### config.mk
export PLATFORM = sky130hd
export DESIGN_NAME = sync_bin_count_up_mod_flat
export DESIGN_NICKNAME = d
export VERILOG_FILES = /design/src/rtl/sync_bin_count_up_mod_pkg.sv /design/src/rtl/sync_bin_count_up_mod_if.sv /design/src/rtl/sync_bin_count_up_mod_cell.sv /design/src/rtl/sync_bin_count_up_mod.sv /design/src/flat_wrapper.sv
export SDC_FILE = /design/constraint.sdc
export NUM_CORES = 1
export LEC_CHECK = 0
export ABC_AREA = 1
export CORE_UTILIZATION = 35
export CTS_CLUSTER_DIAMETER = 30
export DETAILED_ROUTE_END_ITERATION = 6
export DONT_BUFFER_PORTS = 1
export SLEW_MARGIN = 20
export SYNTH_ARGS = -nofsm -noshare
export SYNTH_HDL_FRONTEND = slang
export SYNTH_SLANG_ARGS = --single-unit
### constraint.sdc
create_clock -name clk -period 1.6 [get_ports clk]
set_input_delay 0.24 -clock clk [delete_from_list [all_inputs] [get_ports clk]]
set_output_delay 0.24 -clock clk [all_outputs]
set_load 0.01 [all_outputs]
### src/rtl/sync_bin_count_up_mod_pkg.sv
// rtl/sync_bin_count_up_mod_pkg.sv - shared counter package: width limit, command priority, next-count helper
package count_pkg;

  localparam int MAX_NBITS = 32;

  // Per-edge command, listed in decreasing priority
  typedef enum logic [1:0] {
    CMD_CLR  = 2'd0,
    CMD_LOAD = 2'd1,
    CMD_CNT  = 2'd2,
    CMD_HOLD = 2'd3
  } cmd_e;

  // Returns {wrap, next}; terminal test is >= so out-of-range values fold back to 0
  function automatic logic [MAX_NBITS:0] next_count(
    input logic [MAX_NBITS-1:0] cur,
    input logic [MAX_NBITS-1:0] lim,
    input logic                 ena
  );
    if (!ena) begin
      return {1'b0, cur};
    end
    if (cur >= lim) begin
      return {1'b1, {MAX_NBITS{1'b0}}};
    end
    return {1'b0, cur + MAX_NBITS'(1)};
  endfunction

endpackage

### src/rtl/sync_bin_count_up_mod_if.sv
// rtl/sync_bin_count_up_mod_if.sv - control and status bundle of the up counter
interface sync_bin_count_up_mod_if #(
  parameter int Nbits = 4
);

  logic             ena;
  logic             clr;
  logic             load;
  logic [Nbits-1:0] load_val;
  logic [Nbits-1:0] max_val;
  logic [Nbits-1:0] cmp_val;
  logic             ovf_clr;
  logic [Nbits-1:0] counter;
  logic             carry_out;
  logic             wrap;
  logic             cmp_match;
  logic             ovf_sticky;

  modport master (
    output ena, clr, load, load_val, max_val, cmp_val, ovf_clr,
    input  counter, carry_out, wrap, cmp_match, ovf_sticky
  );

  modport slave (
    input  ena, clr, load, load_val, max_val, cmp_val, ovf_clr,
    output counter, carry_out, wrap, cmp_match, ovf_sticky
  );

endinterface

### src/rtl/sync_bin_count_up_mod_cell.sv
// rtl/sync_bin_count_up_mod_cell.sv - one counter bit: async reset, sync load, toggle enable
module count_up_cell #(
  parameter logic RST_BIT = 1'b0
) (
  input  logic clk,
  input  logic rst,
  input  logic tgl,
  input  logic ld,
  input  logic d,
  input  logic chain_in,
  output logic q,
  output logic chain_out
);

  always_ff @(posedge clk or posedge rst) begin
    if (rst) begin
      q <= RST_BIT;
    end else if (ld) begin
      q <= d;
    end else if (tgl) begin
      q <= ~q;
    end
  end

  // Ones-prefix: high when this bit and every lower bit are 1
  assign chain_out = chain_in & q;

endmodule

### src/rtl/sync_bin_count_up_mod.sv
// rtl/sync_bin_count_up_mod.sv - programmable-terminal binary up counter with carry, wrap, compare and overflow flags
module sync_bin_count_up_mod
  import count_pkg::*;
#(
  parameter int               Nbits   = 4,
  parameter logic [Nbits-1:0] RST_VAL = '0
) (
  input logic                   clk,
  input logic                   rst,
  sync_bin_count_up_mod_if.slave bus
);

  cmd_e                   cmd;
  logic [MAX_NBITS:0]     nc;
  logic                   at_term;
  logic                   do_wrap;
  logic                   inc;
  logic                   ld;
  logic [Nbits-1:0]       ld_val;
  logic [Nbits-1:0]       cnt;
  logic [Nbits:0]         pre;
  logic [MAX_NBITS-1:0]   nxt_wide;
  logic                   hit;
  logic                   unused_all_ones;
  logic                   wrap_q;
  logic                   cmp_q;
  logic                   ovf_q;

  always_comb begin
    cmd = CMD_HOLD;
    if (bus.clr) begin
      cmd = CMD_CLR;
    end else if (bus.load) begin
      cmd = CMD_LOAD;
    end else if (bus.ena) begin
      cmd = CMD_CNT;
    end
  end

  assign nc      = next_count(MAX_NBITS'(cnt), MAX_NBITS'(bus.max_val), bus.ena);
  assign at_term = nc[MAX_NBITS];
  assign do_wrap = (cmd == CMD_CNT) && at_term;
  assign inc     = (cmd == CMD_CNT) && !at_term;
  assign ld      = (cmd == CMD_CLR) || (cmd == CMD_LOAD) || do_wrap;

  always_comb begin
    ld_val = '0;
    if (cmd == CMD_CLR) begin
      ld_val = RST_VAL;
    end else if (cmd == CMD_LOAD) begin
      ld_val = bus.load_val;
    end
  end

  // Ripple-toggle increment: bit i flips when all lower bits are 1
  assign pre[0] = 1'b1;

  for (genvar i = 0; i < Nbits; i++) begin : g_cell
    count_up_cell #(
      .RST_BIT (RST_VAL[i])
    ) u_cell (
      .clk       (clk),
      .rst       (rst),
      .tgl       (inc & pre[i]),
      .ld        (ld),
      .d         (ld_val[i]),
      .chain_in  (pre[i]),
      .q         (cnt[i]),
      .chain_out (pre[i+1])
    );
  end

  // All-ones always satisfies the terminal test, so the top carry never propagates
  assign unused_all_ones = pre[Nbits];

  // Value written on this edge, used only for compare-match detection
  always_comb begin
    nxt_wide = MAX_NBITS'(cnt);
    case (cmd)
      CMD_CLR:  nxt_wide = MAX_NBITS'(RST_VAL);
      CMD_LOAD: nxt_wide = MAX_NBITS'(bus.load_val);
      CMD_CNT:  nxt_wide = nc[MAX_NBITS-1:0];
      default:  nxt_wide = MAX_NBITS'(cnt);
    endcase
  end

  assign hit = (nxt_wide == MAX_NBITS'(bus.cmp_val)) && (nxt_wide != MAX_NBITS'(cnt));

  always_ff @(posedge clk or posedge rst) begin
    if (rst) begin
      wrap_q <= 1'b0;
      cmp_q  <= 1'b0;
      ovf_q  <= 1'b0;
    end else begin
      wrap_q <= do_wrap;
      cmp_q  <= hit;
      ovf_q  <= do_wrap || (ovf_q && !bus.ovf_clr);
    end
  end

  assign bus.counter    = cnt;
  assign bus.carry_out  = at_term && !bus.clr && !bus.load;
  assign bus.wrap       = wrap_q;
  assign bus.cmp_match  = cmp_q;
  assign bus.ovf_sticky = ovf_q;

endmodule

### src/flat_wrapper.sv
// flat-port wrapper written by rule: the top's interface ports become plain ports
module sync_bin_count_up_mod_flat import count_pkg::*;
#(
  parameter int               Nbits   = 4,
  parameter logic [Nbits-1:0] RST_VAL = '0
)
  (clk, rst, bus_ena, bus_clr, bus_load, bus_load_val, bus_max_val, bus_cmp_val, bus_ovf_clr, bus_counter, bus_carry_out, bus_wrap, bus_cmp_match, bus_ovf_sticky);
  sync_bin_count_up_mod_if #(.Nbits(Nbits)) bus_i ();
  input logic clk;
  input logic rst;
  input wire logic [$bits(bus_i.ena)-1:0] bus_ena;
  input wire logic [$bits(bus_i.clr)-1:0] bus_clr;
  input wire logic [$bits(bus_i.load)-1:0] bus_load;
  input wire logic [$bits(bus_i.load_val)-1:0] bus_load_val;
  input wire logic [$bits(bus_i.max_val)-1:0] bus_max_val;
  input wire logic [$bits(bus_i.cmp_val)-1:0] bus_cmp_val;
  input wire logic [$bits(bus_i.ovf_clr)-1:0] bus_ovf_clr;
  output wire logic [$bits(bus_i.counter)-1:0] bus_counter;
  output wire logic [$bits(bus_i.carry_out)-1:0] bus_carry_out;
  output wire logic [$bits(bus_i.wrap)-1:0] bus_wrap;
  output wire logic [$bits(bus_i.cmp_match)-1:0] bus_cmp_match;
  output wire logic [$bits(bus_i.ovf_sticky)-1:0] bus_ovf_sticky;
  assign bus_i.ena = bus_ena;
  assign bus_i.clr = bus_clr;
  assign bus_i.load = bus_load;
  assign bus_i.load_val = bus_load_val;
  assign bus_i.max_val = bus_max_val;
  assign bus_i.cmp_val = bus_cmp_val;
  assign bus_i.ovf_clr = bus_ovf_clr;
  assign bus_counter = bus_i.counter;
  assign bus_carry_out = bus_i.carry_out;
  assign bus_wrap = bus_i.wrap;
  assign bus_cmp_match = bus_i.cmp_match;
  assign bus_ovf_sticky = bus_i.ovf_sticky;
  sync_bin_count_up_mod #(.Nbits(Nbits), .RST_VAL(RST_VAL)) u_core (.clk(clk), .rst(rst), .bus(bus_i));
endmodule
# ---- After elaboration in Yosys (flattened, before gate mapping)
# Cells that the tools add are included.
# W data, S select, Z words.
dict set report word_totals {
  memories 0
  reg_bits 7
  elab_cells 60
  rom_bits 0
  ramBits 0
  input_bits 18
  latchBits 0
  out_inout_bits 8
}
dict set report classes {
  bitwise 9
  add_sub_neg 1
  shift 0
  mul 0
  n_mux 20
  n_lt_le_gt_ge 1
  n_reduce_logical 18
  div_mod_pow 0
  n_eq_ne 4
}
# op n
set op_table {}
lappend op_table {{$mux W33} 4}
lappend op_table {{$pmux W32 S3} 1}
lappend op_table {{$eq A32 B4 Y1} 1}
lappend op_table {{$ne A32 B4 Y1} 1}
lappend op_table {{$mux W1} 11}
lappend op_table {{$mux W4} 2}
lappend op_table {{$reduce_bool A2 Y1} 4}
lappend op_table {{$logic_and A1 B1 Y1} 6}
lappend op_table {{$add A4 B1 Y5 const B} 1}
lappend op_table {{$and A1 B1 Y1} 5}
lappend op_table {{$ge A4 B4 Y1} 1}
lappend op_table {{$logic_not A1 Y1} 4}
lappend op_table {{$mux W2} 2}
lappend op_table {{$not A1 Y1} 4}
lappend op_table {{$logic_or A1 B1 Y1} 3}
lappend op_table {{$eq A2 B1 Y1 const B} 1}
lappend op_table {{$eq A2 B2 Y1 const B} 1}
lappend op_table {{$logic_not A2 Y1} 1}

# ---- Longest topological paths before layout
# Gate-level depths: netlist of run 1.
dict set report depth {
  ltp_word 10
  depth_mapped 16
  ltp_nobuf 16
}

# ---- Cells and area by module
# A second synthesis of run 1 with hierarchy kept.
dict set report unflattened {
  hier_cells 175
  area_unflattened_um2 1016.0
}
# mod area_each_um2 cells_per_inst n_inst seq_area_each_um2
set by_module_without_submodules {}
lappend by_module_without_submodules {sync_bin_count_up_mod 740.7 127 1 75.1}
lappend by_module_without_submodules {count_up_cell 68.8 12 4 25.0}

# ---- Worst setup path after synthesis of run 1
# Ideal clock, no wire load.
dict set report synth_timing {
  path_type {reg-to-reg}
  startpoint {reg u_core.g_cell[0].u_cell.q}
  endpoint {reg u_core.cmp_q (netlist: u_core.bus.cmp_match)}
  arrival_time_ns 1.597
  required_time_ns 1.483
  n_path_buf 0
  path_stages_with_launch 17
  setup_time_ns 0.117
  period_less_slack_ns 1.714
  slack_ns -0.114
  path_cell_list {dfrtp_1 -> inv_1 -> ha_1 -> inv_1 -> nand2_1 -> nand2_1 -> nand2_1 -> nand2_1 -> nand2_2 -> nor2_4 -> nand2_2 -> nand3_1 -> nand2_1 -> nand2_1 -> nor2_1 -> nand2_1 -> nor2_1}
}
dict set report synth_via {
  elab_chain_cells 8
  elab_cells_between_ends 12
  classes_between {add/sub: 1; order compare: 1; eq/ne: 2; mux: 7; reduce/logical: 1}
}
# item line_no
set synth_rtl {}
lappend synth_rtl {{start: declaration} sync_bin_count_up_mod_cell.sv:11} ;# output logic q,
lappend synth_rtl {{start signal: assignment} sync_bin_count_up_mod_cell.sv:21} ;# q <= ~q;
lappend synth_rtl {{$ge A4 B4 Y1} sync_bin_count_up_mod_pkg.sv:23} ;# if (cur >= lim) begin
lappend synth_rtl {{$mux W1 (2 in a row)} sync_bin_count_up_mod_pkg.sv:23}
lappend synth_rtl {{$mux W33} sync_bin_count_up_mod_pkg.sv:26} ;# return {1'b0, cur + MAX_NBITS'(1)};
lappend synth_rtl {{$mux W33} sync_bin_count_up_mod_pkg.sv:23}
lappend synth_rtl {{$pmux W32 S3} sync_bin_count_up_mod.sv:79} ;# case (cmd)
lappend synth_rtl {{$eq A32 B4 Y1 / $ne A32 B4 Y1 (equally long branches)} sync_bin_count_up_mod.sv:87} ;# assign hit = (nxt_wide == MAX_NBITS'(bus.cmp_val)) && (nxt_wide != MAX_NBITS'(cnt));
lappend synth_rtl {{$logic_and A1 B1 Y1 *} sync_bin_count_up_mod.sv:87}
lappend synth_rtl {{net u_core.hit} sync_bin_count_up_mod.sv:23} ;# logic hit;
lappend synth_rtl {{end signal: assignment} sync_bin_count_up_mod.sv:96} ;# cmp_q <= hit;
lappend synth_rtl {{end: declaration} sync_bin_count_up_mod.sv:26} ;# logic cmp_q;
# The timed path passes the listed nets; every way through them passes the cells marked *. The select of a mux whose other input is x is not followed.
# A chain may end at the register's enable or synchronous reset.

# ---- Final worst setup path of run 1
dict set report layout_timing {
  startpoint {reg u_core.g_cell[0].u_cell.q}
  endpoint {reg u_core.g_cell[3].u_cell.q}
}
dict set report layout_via {
  elab_chain_cells 9
  elab_cells_between_ends 15
  classes_between {order compare: 1; mux: 6; bitwise: 3; reduce/logical: 5}
}
# item line_no
set layout_rtl {}
lappend layout_rtl {{$ge A4 B4 Y1} sync_bin_count_up_mod_pkg.sv:23}
lappend layout_rtl {{$mux W1 (2 in a row)} sync_bin_count_up_mod_pkg.sv:23}
lappend layout_rtl {{$mux W33} sync_bin_count_up_mod_pkg.sv:26}
lappend layout_rtl {{$mux W33} sync_bin_count_up_mod_pkg.sv:23}
lappend layout_rtl {{$logic_not A1 Y1} sync_bin_count_up_mod.sv:43} ;# assign inc = (cmd == CMD_CNT) && !at_term;
lappend layout_rtl {{$logic_and A1 B1 Y1} sync_bin_count_up_mod.sv:43}
lappend layout_rtl {{$and A1 B1 Y1} sync_bin_count_up_mod.sv:64} ;# .tgl (inc & pre[i]),
lappend layout_rtl {{$reduce_bool A2 Y1 (no line)} --}
lappend layout_rtl {{end signal: assignment} sync_bin_count_up_mod_cell.sv:21}
lappend layout_rtl {{end: declaration} sync_bin_count_up_mod_cell.sv:11}
# Several ways; a longest one is shown, not always the timed one. The select of a mux whose other input is x is not followed.

==> run_results.csv, run 1 <==
group,metric,value,unit
die,coreArea,2040,um2
clock_network,clock_path_buffers,2,
pwr,powerDensity,605,nW/um2
critical_path,crit_type,"flip-flop to flip-flop",
critical_path,startpoint_type,"flip-flop",
logic_synthesis,synth_seq_area_share,0.221,
clock_network,cts_buffers,3,
critical_path,critPathRequiredTime,1.72,ns
clock_network,h-tree-depth,1,
routing,vias,801,
cells_and_area,final_util,0.474,
die,die_w,49.6,um
logic_synthesis,synthCells,129,
timing,hold_viol,0,
routing,drt-initial-drc-count,19,
die,die_height,49.6,um
clock_network,clockRootBuffer,"clkbuf_4",
logic_synthesis,synth.avg_cell_area,6.14,um2
die,die_area,2460,um2
placed_design,gp_congestion,0.815,
cells_and_area,fillers,222,
cells_and_area,layout.nets,168,
critical_path,cp_max_fo,6,
global_route,track_usage,0.170,
timing,skew,0.000622,ns
pwr,ir_worst_vdd,0.285,mV
global_route,grt_pass1_wl,3.21,mm
timing,setup_slack,-0.131,ns
job,drv_cap,0,
global_route,grt_max_degree,8,
outcome,violations,"setup timing",
cells_and_area,drive_above_1_share,0.238,
routing,first_pass_iters,4,
timing,period_share,1.08,
cells_and_area,area_growth,22.1,%
logic_synthesis,synth-seq-cells,7,
placed_design,post-dp-hpwl,1.62,mm
pwr,power.leakage,0.545,nW
clock_network,clkSinkCount,7,
cells_and_area,design_area,967,um2
critical_path,end_kind,"flip-flop",
global_route,overflow,0,
clock_network,cts_tree,"done",
die,ios,26,
placed_design,dpl-instance-area,891,um2
routing,drc,0,
critical_path,r2r_cells,13,
critical_path,arrival,1.85,ns
routing,wl_per_cell,11.5,um
die,row_count,16,
logic_synthesis,post_synth_num_cell_types,22,
timing,fin_crit,1.73,ns
clock_network,clk_latency,0.24,ns
outcome,status,"finished with violations",
clock_network,clk_pin_slew,0.05,ns
timing,setup_viol,4,
cells_and_area,diodes,0,
logic_synthesis,syn_area,792,um2
logic_synthesis,synth_top_area_frac,0.221,
timing,max_slew.worst_pin.slew,0.274,ns
logic_synthesis,syn_nets,153,
timing,rsz0062_at_grt,"true",
timing,max_freq,0.578,GHz
placed_design,port_buffers,0,
worst_hold_path,holdPathStages,1,
logic_synthesis,yosysWarnings,0,
global_route,grt_pass1_vias,740,
routing,ant_nets,0,
routing,wl,1.96,mm
worst_hold_path,hold_path.class,"primary input to flip-flop",
timing,timing.slew.headroom,0.817,
die,floorplan.initialDensity,0.388,
global_route,antenna_found_initial,0,
routing,viasPerCell,4.71,
logic_synthesis,synthTopCellsByArea,"dfrtp_1 (22%), nand2_1 (18%), inv_1 (12%)",
timing,slew_violations,0,
logic_synthesis,post-synth-top-area-cell,"dfrtp_1",
==> metal layers <==
layer	vias to the layer above	share of wire	global-route usage
met4	0	0.010	0.0476
met2	34	0.43	0.266
met1	332	0.49	0.240
met5	-	0	0
met3	2	0.062	0.0247
li1	433	-	-
==> cells in the final DEF, fill, tap and decap left out, types with 2 or more instances in the layout <==
cell      Yosys  layout
inv_1        25      22
nor2_1       10      10
ha_1          6       4
dfrtp_1       7       7
a21oi_1       3       3
inv_2         2       5
ha_4          0       2
o21ai_1       2       2
nand4_1       9       9
clkbuf_4      0       3
nand2_1      39      36
nand3_1       7       6
o21ai_0       2       2
buf_4         4      13
nor2_4        2       2
nand2_2       3       6
==> flip-flops by register name (all words and copies together) (netlist names) <==
| name | cells |
|---|---|
| u_core.bus.wrap | 1 |
| u_core.g_cell.u_cell.q | 4 |
| u_core.bus.cmp_match | 1 |
| u_core.bus.ovf_sticky | 1 |
==> worst max-delay path, cell delays in order (launching register included) <==
cell and delay, ns:
dfrtp_1 0.41, inv_2 0.09, ha_4 0.19, inv_2 0.04, nand2_1 0.04, nand2_1 0.05
nand2_1 0.05, nand2_2 0.09, nand2_2 0.09, nor2_4 0.17, buf_4 0.14, nand2_1 0.05
xor2_1 0.14, o21ai_1 0.07
==> kinds of logic (layout without fill, tap and decap cells) <==
group,Yosys count,in the layout,share of synthesized area
and+or+nand+nor,72,72,0.417
buffers and inverters,32,46,0.171
AOI/OAI and AO/OA,10,10,0.0727
DFF,7,7,0.221
adders and majority gates,6,6,0.0948
xor gates and xnor gates,1,1,0.0111
muxes,1,1,0.0126
==> cells in the mapped netlist, drive strengths merged <==
library cell   n
a21oi          4
buf            4
clkinv         1
dfrtp          7
ha             6
inv           27
mux2i          1
nand2         42
nand3          7
nand3b         1
nand4          9
nor2          13
o211ai         1
o21ai          4
o22ai          1
xor2           1
==> worst paths after layout <==
check	slack, ns	end	start
min reg2reg	0.60	u_core.bus.ovf_sticky$_DFF_PP0_	u_core.bus.ovf_sticky$_DFF_PP0_
max in group asynchronous	1.03	u_core.g_cell[2].u_cell.q$_DFFE_PP0P_	rst
min	0.10	u_core.bus.ovf_sticky$_DFF_PP0_	bus_ovf_clr
max	-0.13	u_core.g_cell[3].u_cell.q$_DFFE_PP0P_	u_core.g_cell[0].u_cell.q$_DFFE_PP0P_
max reg2reg	-0.13	u_core.g_cell[3].u_cell.q$_DFFE_PP0P_	u_core.g_cell[0].u_cell.q$_DFFE_PP0P_
min in group asynchronous	0.36	u_core.bus.ovf_sticky$_DFF_PP0_	rst
==> report_power, final <==
part	switching (W)	internal [W]	total, W
Clock	0.0000619	0.0000950	0.000157
Sequential	0.0000125	0.000189	0.000202
Combinational	0.000131	0.0000958	0.000227
Total	0.000205	0.000380	0.000585
==> what timing repair did <==
action / in CTS / in global routing
buffers inserted: 1 / 2
pin swaps: 5 / 3
resized for setup: 4 / 1
hold buffers: 1 / 0
endpoints found under the hold margin: 7 / 0
setup endpoints to repair: 4 / 6
==> stage by stage <==
stage / setup WS [ns] / setup TNS, ns / hold slack (ns) / total power [W] / std cells
2_1_floorplan: -0.0515 / -0.0515 / 0.0434 / 0.000358 / 129
3_3_place_gp: -0.0760 / -0.111 / 0.0731 / 0.000411 / 162
3_5_place_dp: -0.128 / -0.212 / 0.0695 / 0.000414 / 162
4_1_cts: -0.116 / -0.281 / 0.105 / 0.000583 / 168
5_1_grt: -0.308 / -1.16 / 0.128 / 0.000628 / 170
6_report: -0.131 / -0.377 / 0.103 / 0.000585 / 170
==> area by class of cell <==
type                    count  area (um2)  area share
well taps                  27        33.8      0.0349
clock buffers               4        26.3      0.0272
repair buffers             14         108       0.111
inverters                  28         105       0.109
flip-flops and latches      7         175       0.181
multi-input cells          90         519       0.537
Note: power is estimated with default switching activity, not from simulation.
==> inputs of run 2 (changes only) <==
ABC_AREA = default   (was 1)
==> run 2 against run 1 <==
  * The run still ends with setup timing left
  * Highest routed layer unchanged
  * Setup slack lost 0.21 ns
  * Synthesized cell count is 22% lower
  * Critical endpoint is now u_core.bus.cmp_match$_DFF_PP0_
  * First-iteration DRC count decreased by 11%
  * Design area up 7.1%
  * Die area increased by 0.14%
==> run_results.csv, run 2 <==
group,metric,value,unit
logic_synthesis,post-synth-top-area-cell,"dfrtp_1",
cells_and_area,design_area,1040,um2
cells_and_area,final_cells,140,
routing,wl,2.36,mm
outcome,status,"finished with violations",
critical_path,critPathRequiredTime,1.78,ns
global_route,track_usage,0.211,
critical_path,cp_max_fo,4,
cells_and_area,final_cell_mix,"buf_4 (13), inv_1 (8), nand2_1 (7), nor2_1 (7)",
critical_path,end_kind,"flip-flop",
timing,fin_crit,1.94,ns
outcome,violations,"setup timing",
job,drv_cap,0,
logic_synthesis,synthTopCellsByArea,"dfrtp_1 (22%), ha_1 (9.5%), a21oi_1 (4.4%)",
global_route,grt_max_degree,17,
timing,finalSetupTns,-0.958,ns
timing,setup_viol,4,
pwr,ir_worst_vdd,0.260,mV
placed_design,place_inst,133,
timing,slew_violations,0,
worst_hold_path,min_from,"bus_clr",
clock_network,clkSinkCount,7,
timing,period_share,1.21,
clock_network,clk_pin_slew,0.06,ns
logic_synthesis,synthCells,101,
worst_hold_path,hold_path.class,"primary input to flip-flop",
logic_synthesis,synth_seq_area_share,0.221,
die,die_height,49.6,um
clock_network,clockRootBuffer,"clkbuf_4",
die,die_area,2460,um2
cells_and_area,layout.nets,138,
cells_and_area,diodes,0,
clock_network,h-tree-depth,1,
logic_synthesis,synth-seq-cells,7,
routing,drc,0,
logic_synthesis,synth.avg_cell_area,7.85,um2
global_route,antenna_found_initial,0,
logic_synthesis,syn_nets,125,
cells_and_area,final_util,0.507,
pwr,power.leakage,0.417,nW
pwr,powerDensity,657,nW/um2
global_route,grt_pass1_vias,801,
logic_synthesis,post_synth_num_cell_types,43,
timing,skew,0.00324,ns
timing,hold_viol,0,
cells_and_area,drive_above_1_share,0.363,
critical_path,arrival,2.12,ns
die,die_w,49.6,um
logic_synthesis,yosysWarnings,0,
placed_design,gp_congestion,0.844,
die,row_count,16,
clock_network,clk_latency,0.26,ns
logic_synthesis,syn_area,793,um2
cells_and_area,regMostFlops,"u_core.g_cell.u_cell.q",
global_route,overflow,0,
die,floorplan.initialDensity,0.388,
critical_path,startpoint_type,"flip-flop",
placed_design,port_buffers,0,
placed_design,post-dp-hpwl,1.76,mm
timing,timing.slew.headroom,0.728,
routing,ant_nets,0,
clock_network,cts_tree,"done",
logic_synthesis,async_reset_ff_frac,1.00,
cells_and_area,largest_reg_flops,4,
clock_network,cts_buffers,3,
logic_synthesis,yosysMostFrequentCell,"inv_1",
routing,wl_per_cell,16.9,um
critical_path,crit_type,"flip-flop to flip-flop",
timing,setup_slack,-0.344,ns
die,coreArea,2040,um2
placed_design,dpl-instance-area,916,um2
routing,drt-initial-drc-count,17,
cells_and_area,area_growth,30.6,%
timing,rsz0062_at_grt,"true",
global_route,grt_pass1_wl,3.89,mm
timing,max_freq,0.514,GHz
routing,first_pass_iters,4,
routing,vias,819,
logic_synthesis,synth_common_cells,"inv_1 (9), nand2_1 (8), nor2_1 (8)",
cells_and_area,layout_commonest_cell,"buf_4",
clock_network,clock_path_buffers,2,
logic_synthesis,synth_top_area_frac,0.221,
routing,viasPerCell,5.85,
critical_path,cp-startpoint,"u_core.g_cell[1].u_cell.q$_DFFE_PP0P_",
logic_synthesis,synth_top_flop_cell,"dfrtp_1",
logic_synthesis,synth_edf_count,0,
timing,max_slew.worst_pin.slew,0.402,ns
die,ios,26,
critical_path,regToRegStartpoint,"u_core.g_cell[1].u_cell.q$_DFFE_PP0P_",
[run 2: changes by cell type after synthesis, sizes merged, moves of 4 or more]
| cell | delta |
|---|---|
| inv | -18 |
| nand2 | -34 |
| nand4 | -9 |
| nor2 | -4 |
| nand3 | -5 |
[run 2: where the power goes]
| part | internal (W) | switching (W) | leakage (nW) |
|---|---|---|---|
| registers | 0.000191 | 0.0000126 | 0.0919 |
| logic | 0.000154 | 0.000153 | 0.310 |
| clock network | 0.0000958 | 0.0000746 | 0.0150 |
[run 2: repair_timing]
| action | CTS | global route |
|---|---|---|
| buffers inserted | 1 | 2 |
| pin swaps | 10 | 2 |
| setup endpoints to repair | 5 | 7 |
| hold buffers | 1 | 0 |
| hold endpoints to repair | 7 | 0 |
| resized for setup | 13 | 3 |
[run 2: final cells by class]
cell class                      instances  area (um2)
Multi-Input combinational cell         76         624
Sequential cell                         7         176
Timing Repair Buffer                   17         141
Fill cell                             210        1010
Clock buffer                            4        26.3
Tap cell                               27        33.8
Inverter                                9        33.8
[run 2: worst max-delay path, cell delays in order (launching register included)]
cell	delay, ns
dfrtp_2	0.43
ha_4	0.24
o211ai_1	0.23
o21ai_2	0.12
o31ai_2	0.35
nand2_1	0.11
a32o_1	0.23
a211oi_2	0.16
[run 2: cell families (layout without fill, tap and decap cells)]
family / Yosys count / in the layout / share of synthesized area
AOI/OAI and AO/OA: 32 / 32 / 0.297
muxes: 1 / 1 / 0.0126
DFF: 7 / 7 / 0.221
and+or+nand+nor: 33 / 33 / 0.216
xor gates and xnor gates: 4 / 4 / 0.0442
buffers and inverters: 18 / 30 / 0.115
adders and majority gates: 6 / 6 / 0.0946
[run 2: path summary, 6_finish.rpt]
kind,endpoint,slack (ns),cells after the start
max in group asynchronous,u_core.g_cell[1].u_cell.q$_DFFE_PP0P_,1.00,2
worst max-delay path,u_core.bus.cmp_match$_DFF_PP0_,-0.34,7
worst min-delay path,u_core.g_cell[2].u_cell.q$_DFFE_PP0P_,0.04,1
min in group asynchronous,u_core.g_cell[3].u_cell.q$_DFFE_PP0P_,0.36,2
worst max register to register,u_core.bus.cmp_match$_DFF_PP0_,-0.34,7
worst min register to register,u_core.bus.ovf_sticky$_DFF_PP0_,0.61,2
[run 2: stage by stage]
stage	power, W	hold slack [ns]	setup WS (ns)
2_1_floorplan	0.000403	0.0433	-0.306
3_3_place_gp	0.000462	0.0872	-0.360
3_5_place_dp	0.000465	0.0878	-0.373
4_1_cts	0.000672	0.0396	-0.355
5_1_grt	0.000724	0.0308	-0.446
6_report	0.000681	0.0432	-0.344
[run 2: layer usage]
layer | share of wire | track usage | vias up | routed length (um)
met4 | 0.018 | 0.0857 | 0 | 42
met3 | 0.069 | 0.0309 | 5 | 164
met5 | 0 | 0 | - | 0
met1 | 0.45 | 0.282 | 380 | 1070
li1 | - | - | 397 | -
met2 | 0.46 | 0.336 | 37 | 1090
==> inputs of run 3 (changes only) <==
GPL_TIMING_DRIVEN = 0   (was default)
REMOVE_ABC_BUFFERS = 1   (was default)
SLEW_MARGIN = default   (was 20)
==> run 3 against run 2 <==
  * Flip-flop and latch count did not move
  * Sequential power rose by 11%
  * Critical path depth rose by 1
  * Setup slack got worse by 0.13 ns
  * Critical path type unchanged
  * Combinational power fell by 8.5%
  * Wire length fell by 6.1%
  * Global-route usage fell by 1.6 points
  * Final cell count fell by 4.3%
  * Clock power fell by 5%
  * Largest power group unchanged
  * Sequential share of layout area rose by 0.75 points
  * The run still ends with setup timing left
  * Via count fell by 3.5%
  * Utilization fell by 1.1 points
==> run_results.csv, run 3 (synthesis results as in run 2) <==
group,metric,value,unit
cells_and_area,final_util,0.496,
critical_path,worstSetupPathDepth,8,
die,floorplan.initialDensity,0.388,
clock_network,h-tree-depth,1,
die,die_height,49.6,um
worst_hold_path,hold_path.class,"primary input to flip-flop",
clock_network,clock_path_buffers,2,
global_route,antenna_found_initial,0,
job,drv_cap,0,
routing,drt-initial-drc-count,47,
timing,skew,0.00562,ns
cells_and_area,largest_reg_flops,4,
critical_path,crit_type,"flip-flop to flip-flop",
clock_network,cts_buffers,3,
timing,timing.slew.headroom,0.761,
critical_path,r2r_cells,8,
placed_design,gp_congestion,0.784,
timing,rsz0062_at_grt,"true",
global_route,grt_pass1_wl,3.64,mm
cells_and_area,final_cells,134,
timing,max_slew.worst_pin.slew,0.354,ns
pwr,fin_total_pwr,0.000667,W
die,die_area,2460,um2
global_route,overflow,0,
outcome,violations,"setup timing",
critical_path,path_buf_inv,1,
critical_path,crit_family,"compound AO/OA/AOI/OAI gates",
routing,wl_per_cell,16.6,um
routing,ant_nets,0,
placed_design,place_inst,119,
routing,vias,790,
timing,setup_viol,8,
cells_and_area,area_growth,27.8,%
critical_path,startpoint_type,"flip-flop",
clock_network,cts_tree,"done",
die,ios,26,
cells_and_area,drive_above_1_share,0.327,
cells_and_area,diodes,0,
timing,max_freq,0.483,GHz
routing,first_pass_iters,5,
die,row_count,16,
pwr,ir_worst_vdd,0.535,mV
placed_design,post-dp-hpwl,1.43,mm
die,coreArea,2040,um2
clock_network,clk_latency,0.26,ns
timing,slew_violations,0,
clock_network,clkSinkCount,7,
worst_hold_path,holdPathStages,1,
cells_and_area,regMostFlops,"u_core.g_cell.u_cell.q",
critical_path,end_kind,"flip-flop",
timing,hold_viol,0,
die,die_w,49.6,um
critical_path,arrival,2.24,ns
critical_path,cp_slowest_stage_delay,0.49,ns
timing,setup_slack,-0.469,ns
global_route,track_usage,0.195,
routing,drc,0,
pwr,power.leakage,0.377,nW
placed_design,dp_slack,-0.925,ns
cells_and_area,layout.nets,132,
timing,fin_crit,2.07,ns
critical_path,cp_max_fo,7,
critical_path,cp_slowest_cell,"dfrtp_2",
routing,wl,2.22,mm
cells_and_area,final_cell_mix,"nand2_1 (8), inv_1 (8), a21oi_1 (7), nor2_1 (7)",
clock_network,clk_pin_slew,0.05,ns
critical_path,critPathRequiredTime,1.77,ns
routing,viasPerCell,5.90,
placed_design,port_buffers,0,
global_route,grt_max_degree,17,
timing,period_share,1.29,
outcome,status,"finished with violations",
timing,hold_ws,0.0445,ns
global_route,grt_pass1_vias,756,
critical_path,path_cells,"ha_4, o211ai_1, o21a_2, buf_6, a41oi_2, xor2_1, o311ai_1, a211oi_2",
clock_network,clockRootBuffer,"clkbuf_4",
pwr,powerDensity,658,nW/um2
## run 3: cell count changes in the layout (fill, tap and decap cells not counted), moves of 2 or more
cell and change:
buf_1 +2, buf_4 -9, dfrtp_1 -3, dfrtp_2 +3
## run 3: layout make-up
| type | instances | area [um2] |
|---|---|---|
| Clock buffer | 4 | 26.3 |
| Fill cell | 212 | 1030 |
| Inverter | 9 | 33.8 |
| Multi-Input combinational cell | 76 | 647 |
| Sequential cell | 7 | 180 |
| Tap cell | 27 | 33.8 |
| Timing Repair Buffer | 11 | 92.6 |
## run 3: repair_timing
action / in CTS / in global routing
hold buffers: 1 / 0
endpoints found under the setup margin: 8 / 8
pin swaps: 11 / 1
endpoints found under the hold margin: 7 / 0
gates resized for setup: 27 / 2
setup buffers: 10 / 0
## run 3: layer usage
layer	vias up	part of all wire	GRT usage
met5	-	0	0
met3	10	0.079	0.0556
li1	378	-	-
met1	360	0.42	0.253
met2	42	0.47	0.306
met4	0	0.031	0.0667
## run 3: through the flow
step / setup TNS [ns] / area [um2]
6_report: -1.70 / 1010
5_1_grt: -2.28 / 1010
4_1_cts: -1.72 / 1000
3_5_place_dp: -3.69 / 769
3_3_place_gp: -3.85 / 769
2_1_floorplan: -1.44 / 736
## run 3: final timing paths
| path | to | start | slack [ns] |
|---|---|---|---|
| worst max-delay path | u_core.bus.cmp_match$_DFF_PP0_ | u_core.g_cell[3].u_cell.q$_DFFE_PP0P_ | -0.47 |
| worst min-delay path | u_core.g_cell[2].u_cell.q$_DFFE_PP0P_ | bus_clr | 0.04 |
| worst max register to register | u_core.bus.cmp_match$_DFF_PP0_ | u_core.g_cell[3].u_cell.q$_DFFE_PP0P_ | -0.47 |
| worst min register to register | u_core.bus.ovf_sticky$_DFF_PP0_ | u_core.bus.ovf_sticky$_DFF_PP0_ | 0.61 |
| max in group asynchronous | u_core.g_cell[1].u_cell.q$_DFFE_PP0P_ | rst | 1.02 |
| min in group asynchronous | u_core.bus.wrap$_DFF_PP0_ | rst | 0.35 |
## run 3: worst register-to-register path, cell delays in order, from the launching register on
cell and delay (ns):
dfrtp_2 0.49, ha_4 0.30, o211ai_1 0.11, o21a_2 0.28, buf_6 0.14, a41oi_2 0.19
xor2_1 0.18, o311ai_1 0.13, a211oi_2 0.16
## run 3: where the power goes
part	leakage, nW	total, W	switching, W	internal (W)
logic	0.274	0.000281	0.000138	0.000143
registers	0.0877	0.000225	0.0000331	0.000192
clock network	0.0150	0.000161	0.0000661	0.0000952
